**src/rtl/mux2.sv**
```systemverilog
// 2:1 mux with a combinational output and a registered output behind a
// 2-entry skid buffer (valid/ready on both sides).
module mux2 #(
  parameter int WIDTH = 8
) (
  input  logic             clk,
  input  logic             reset,
  input  logic [WIDTH-1:0] d0,
  input  logic [WIDTH-1:0] d1,
  input  logic             s,
  output logic [WIDTH-1:0] y,
  input  logic             in_valid,
  output logic             in_ready,
  output logic [WIDTH-1:0] y_q,
  output logic             out_valid,
  input  logic             out_ready
);

  logic [WIDTH-1:0] skid;
  logic [1:0]       cnt, cnt_nxt;
  logic             push, pop;

  // Ternary keeps X on s visible in y where d0 and d1 differ.
  assign y    = s ? d1 : d0;
  assign push = in_valid && in_ready;
  assign pop  = out_valid && out_ready;

  always_comb begin
    cnt_nxt = cnt;
    if (push && !pop)      cnt_nxt = cnt + 2'd1;
    else if (pop && !push) cnt_nxt = cnt - 2'd1;
  end

  // y_q is the queue head; skid holds the second entry while full.
  always_ff @(posedge clk or posedge reset) begin
    if (reset) begin
      cnt       <= 2'd0;
      out_valid <= 1'b0;
      in_ready  <= 1'b0;
      y_q       <= '0;
      skid      <= '0;
    end else begin
      cnt       <= cnt_nxt;
      out_valid <= (cnt_nxt != 2'd0);
      in_ready  <= (cnt_nxt != 2'd2);
      if ((cnt == 2'd0 && push) || (cnt == 2'd1 && push && pop))
        y_q <= y;
      else if (cnt == 2'd2 && pop)
        y_q <= skid;
      if (cnt == 2'd1 && push && !pop)
        skid <= y;
    end
  end

endmodule

```
**config.mk**
```make
export PLATFORM = sky130hd
export DESIGN_NAME = mux2
export DESIGN_NICKNAME = d
export VERILOG_FILES = /design/src/rtl/mux2.sv
export SDC_FILE = /design/constraint.sdc
export NUM_CORES = 1
export LEC_CHECK = 0
export CAP_MARGIN = 40
export CORE_MARGIN = 2
export CORE_UTILIZATION = 44
export CTS_CLUSTER_DIAMETER = 30
export DETAILED_ROUTE_END_ITERATION = 10
export GPL_TIMING_DRIVEN = 0
export HOLD_SLACK_MARGIN = 0.06
export PLACE_DENSITY = 0.79
export REMOVE_ABC_BUFFERS = 1
export SYNTH_ARGS = -nofsm -noshare
export SYNTH_HDL_FRONTEND = slang
export SYNTH_SLANG_ARGS = --single-unit
```
**constraint.sdc**
```tcl
create_clock -name clk -period 2.3 [get_ports clk]
set_input_delay 0.23 -clock clk [delete_from_list [all_inputs] [get_ports clk]]
set_output_delay 0.23 -clock clk [all_outputs]
set_load 0.01 [all_outputs]
```
==> run_results.csv <==
group,metric,value,unit
clocking,root_buffer,"clkbuf_4",
floorplanning,num_io_pins,39,
synth,ys_ff_latch,20,
sta,fmax,484.4,MHz
routing,vias,788,
synth,synth_area_leaders,"dfrtp_1, mux2_2, mux2i_1",
sta,rsz0062_at_grt,"false",
finish,syn2layout_area_growth,42.12,%
clocking,clock_sinks,20,
power,totalPowerFinal,1.815,mW
placement,hpwlAfterDp,1638,um
worst_setup_path,endpoint_kind,"output port",
worst_setup_path,startpoint,"s",
worst_setup_path,required,2.07,ns
worst_setup_path,timing.rr.start,"cnt[0]",
routing,avgViaCountPerCell,5.150,
synth,ys_types,18,
global_route,grtUsageTotal,16.99,%
flow_run,drv_cap,0,
worst_setup_path,critPathKind,"in -> out",
clocking,cts_resized,0,
routing,drt-total-wl,2105,um
routing,routedWlPerCell,13.76,um
synth,synth_common_cells,"mux2_2, dfrtp_1, mux2i_1",
placement,port_buffers,38,
worst_setup_path,worst_path_largest_cell_delay,0.71,ns
sta,hold_viol,0,
sta,tns,0,ns
clocking,post_cts_buffers,0,
power,powerDensity,1165,nW/um^2
global_route,grt.overflow.total,0,
routing,postRouteAntennaNets,0,
clocking,clk_latency,0.30,ns
clocking,cts_tree,"done",
routing,detail_route.first_pass.iterations,4,
finish,antenna_cells,0,
clocking,path_clk_slew,0.12,ns
sta,layout_min_cycle_time,2.064,ns
sta,fin_crit_sh,89.75,%
clocking,clockBufferDepth,2,
global_route,grt_pass1_vias,798,
clocking,cts_buffers,3,
synth,synth_seq_area_share,45.66,%
finish,final_layout_size_suffix_gt1_share,31.71,%
clocking,cts_hold_buf,0,
finish,nets,148,
placement,gp_congestion,0.6664,
floorplanning,fp-row-count,18,
worst_setup_path,arrival,1.83,ns
worst_setup_path,crit_fanout,8,
synth,ys_warn_count,0,
floorplanning,core_area,2410,sq um
global_route,grt_pass1_wl,3477,um
global_route,grt_max_degree,21,
worst_setup_path,crit_top_cell,"clkdlybuf4s50_1",
sta,tightest_slew,0.7207,ns
worst_setup_path,path_cells,"clkdlybuf4s50_1 > mux2_2 > clkdlybuf4s50_1",
hold_path,hold_class,"in -> async",
outcome,status,"completed",
finish,utilization,64.64,%
sta,setup_viol,0,
synth,synth_edf_count,0,
synth,syn_area_per_cell,13.21,sq um
synth,synth_most_common_cell,"mux2_2",
synth,synth_largest_area_cell,"dfrtp_1",
floorplanning,die_area,2906,sq um
sta,slew_headroom,51.90,%
power,leakagePower,0.6601,nW
finish,nFillCells,201,
floorplanning,die_w,53.91,um
synth,synth_cells,83,
routing,remaining_drc_errors,0,
sta,finalMaxSlewViolations,0,
floorplanning,start_util,45.48,%
synth,syn_area,1096,sq um
worst_setup_path,critPathSlowestCell,"clkdlybuf4s50_1",
synth,async_flop_share,100.0,%
synth,synth_top_area_share,45.66,%
global_route,grt_antenna_before_repair,0,
floorplanning,die_y,53.91,um
synth,ys.flop_type,"dfrtp_1",
clocking,htree_levels,1,
sta,skew,0.006352,ns
worst_setup_path,worst_setup_path_start_kind,"primary input",
power,vdd_drop_max,0.0007740,V
routing,drt_iter0_drc,3,
==> power breakdown <==
part           switching [mW]  leakage [nW]  internal (mW)  total [mW]
combinational           0.344         0.396          0.551       0.895
clock                   0.107        0.0279          0.176       0.283
sequential              0.107         0.236          0.530       0.637
total                   0.559         0.660           1.26        1.82
==> final timing paths <==
path / cells after the start / endpoint / slack (ns)
worst max-delay path: 3 / y[3] / 0.24
max in group asynchronous: 2 / y_q[1] / 1.51
worst min-delay path: 2 / y_q[3] / 0.34
worst max register to register: 5 / y_q[7] / 0.47
min in group clk: 1 / skid[7] / 0.52
worst min register to register: 1 / skid[7] / 0.52
==> stage by stage <==
step	cell area (sq um)	worst slack, ns	hold slack [ns]	cells
4_1_cts	1558	0.2204	0.3661	153
3_5_place_dp	1505	0.2177	0.4920	149
5_1_grt	1558	0.1644	0.4129	153
6_report	1558	0.2358	0.3373	153
2_1_floorplan	1087	0.6722	0.1938	81
3_3_place_gp	1505	0.2431	0.4841	149
==> kinds of logic (layout without fill, tap and decap cells) <==
logic type	count (synthesis)	count (layout)	synth area share (%)
XOR/XNOR	2	2	1.598
adder cells (fa/ha/maj)	3	3	3.425
buffers and inverters	5	45	1.826
flip-flops	20	20	45.66
multiplexers	39	39	39.27
AO/OA/AOI/OAI	3	3	1.713
AND/OR/NAND/NOR	11	11	6.508
==> cell type report <==
| class | count | area (sq um) | area share, % |
|---|---|---|---|
| Multi-Input combinational cell | 58 | 575.6 | 36.95 |
| Sequential cell | 20 | 500.5 | 32.13 |
| Timing Repair Buffer | 38 | 380.4 | 24.42 |
| Tap cell | 30 | 37.54 | 2.410 |
| Clock inverter | 1 | 30.03 | 1.928 |
| Clock buffer | 3 | 22.52 | 1.446 |
| Inverter | 3 | 11.26 | 0.7229 |
==> worst max-delay path, delay by kind of cell <==
kind / cells / cell delay [ns]
mux: 1 / 0.41
buf+inv: 2 / 1.20
==> registers in the layout (all words and copies together) (netlist names) <==
name,count
cnt,2
in_ready,1
out_valid,1
skid,8
y_q,8
==> placed cells by master (no fill, tap or decap), types with 2 or more instances in the layout <==
| master | count |
|---|---|
| clkdlybuf4s50_1 | 38 |
| mux2_2 | 32 |
| dfrtp_1 | 20 |
| mux2i_1 | 7 |
| nand2_1 | 3 |
| inv_1 | 3 |
| ha_1 | 3 |
| clkbuf_4 | 3 |
| nand3_1 | 2 |
| xnor2_1 | 2 |
| nand2b_1 | 2 |
==> per-layer routing <==
layer  share of wire (%)  global-route usage [%]  vias to the layer above
li1                    -                       -                      381
met1                  40                   19.25                      382
met2                  53                   30.89                       23
met3                 6.3                   3.611                        2
met4                0.48                   6.410                        0
met5                   0                       0                        -
Power figures use the tool's default switching activity.
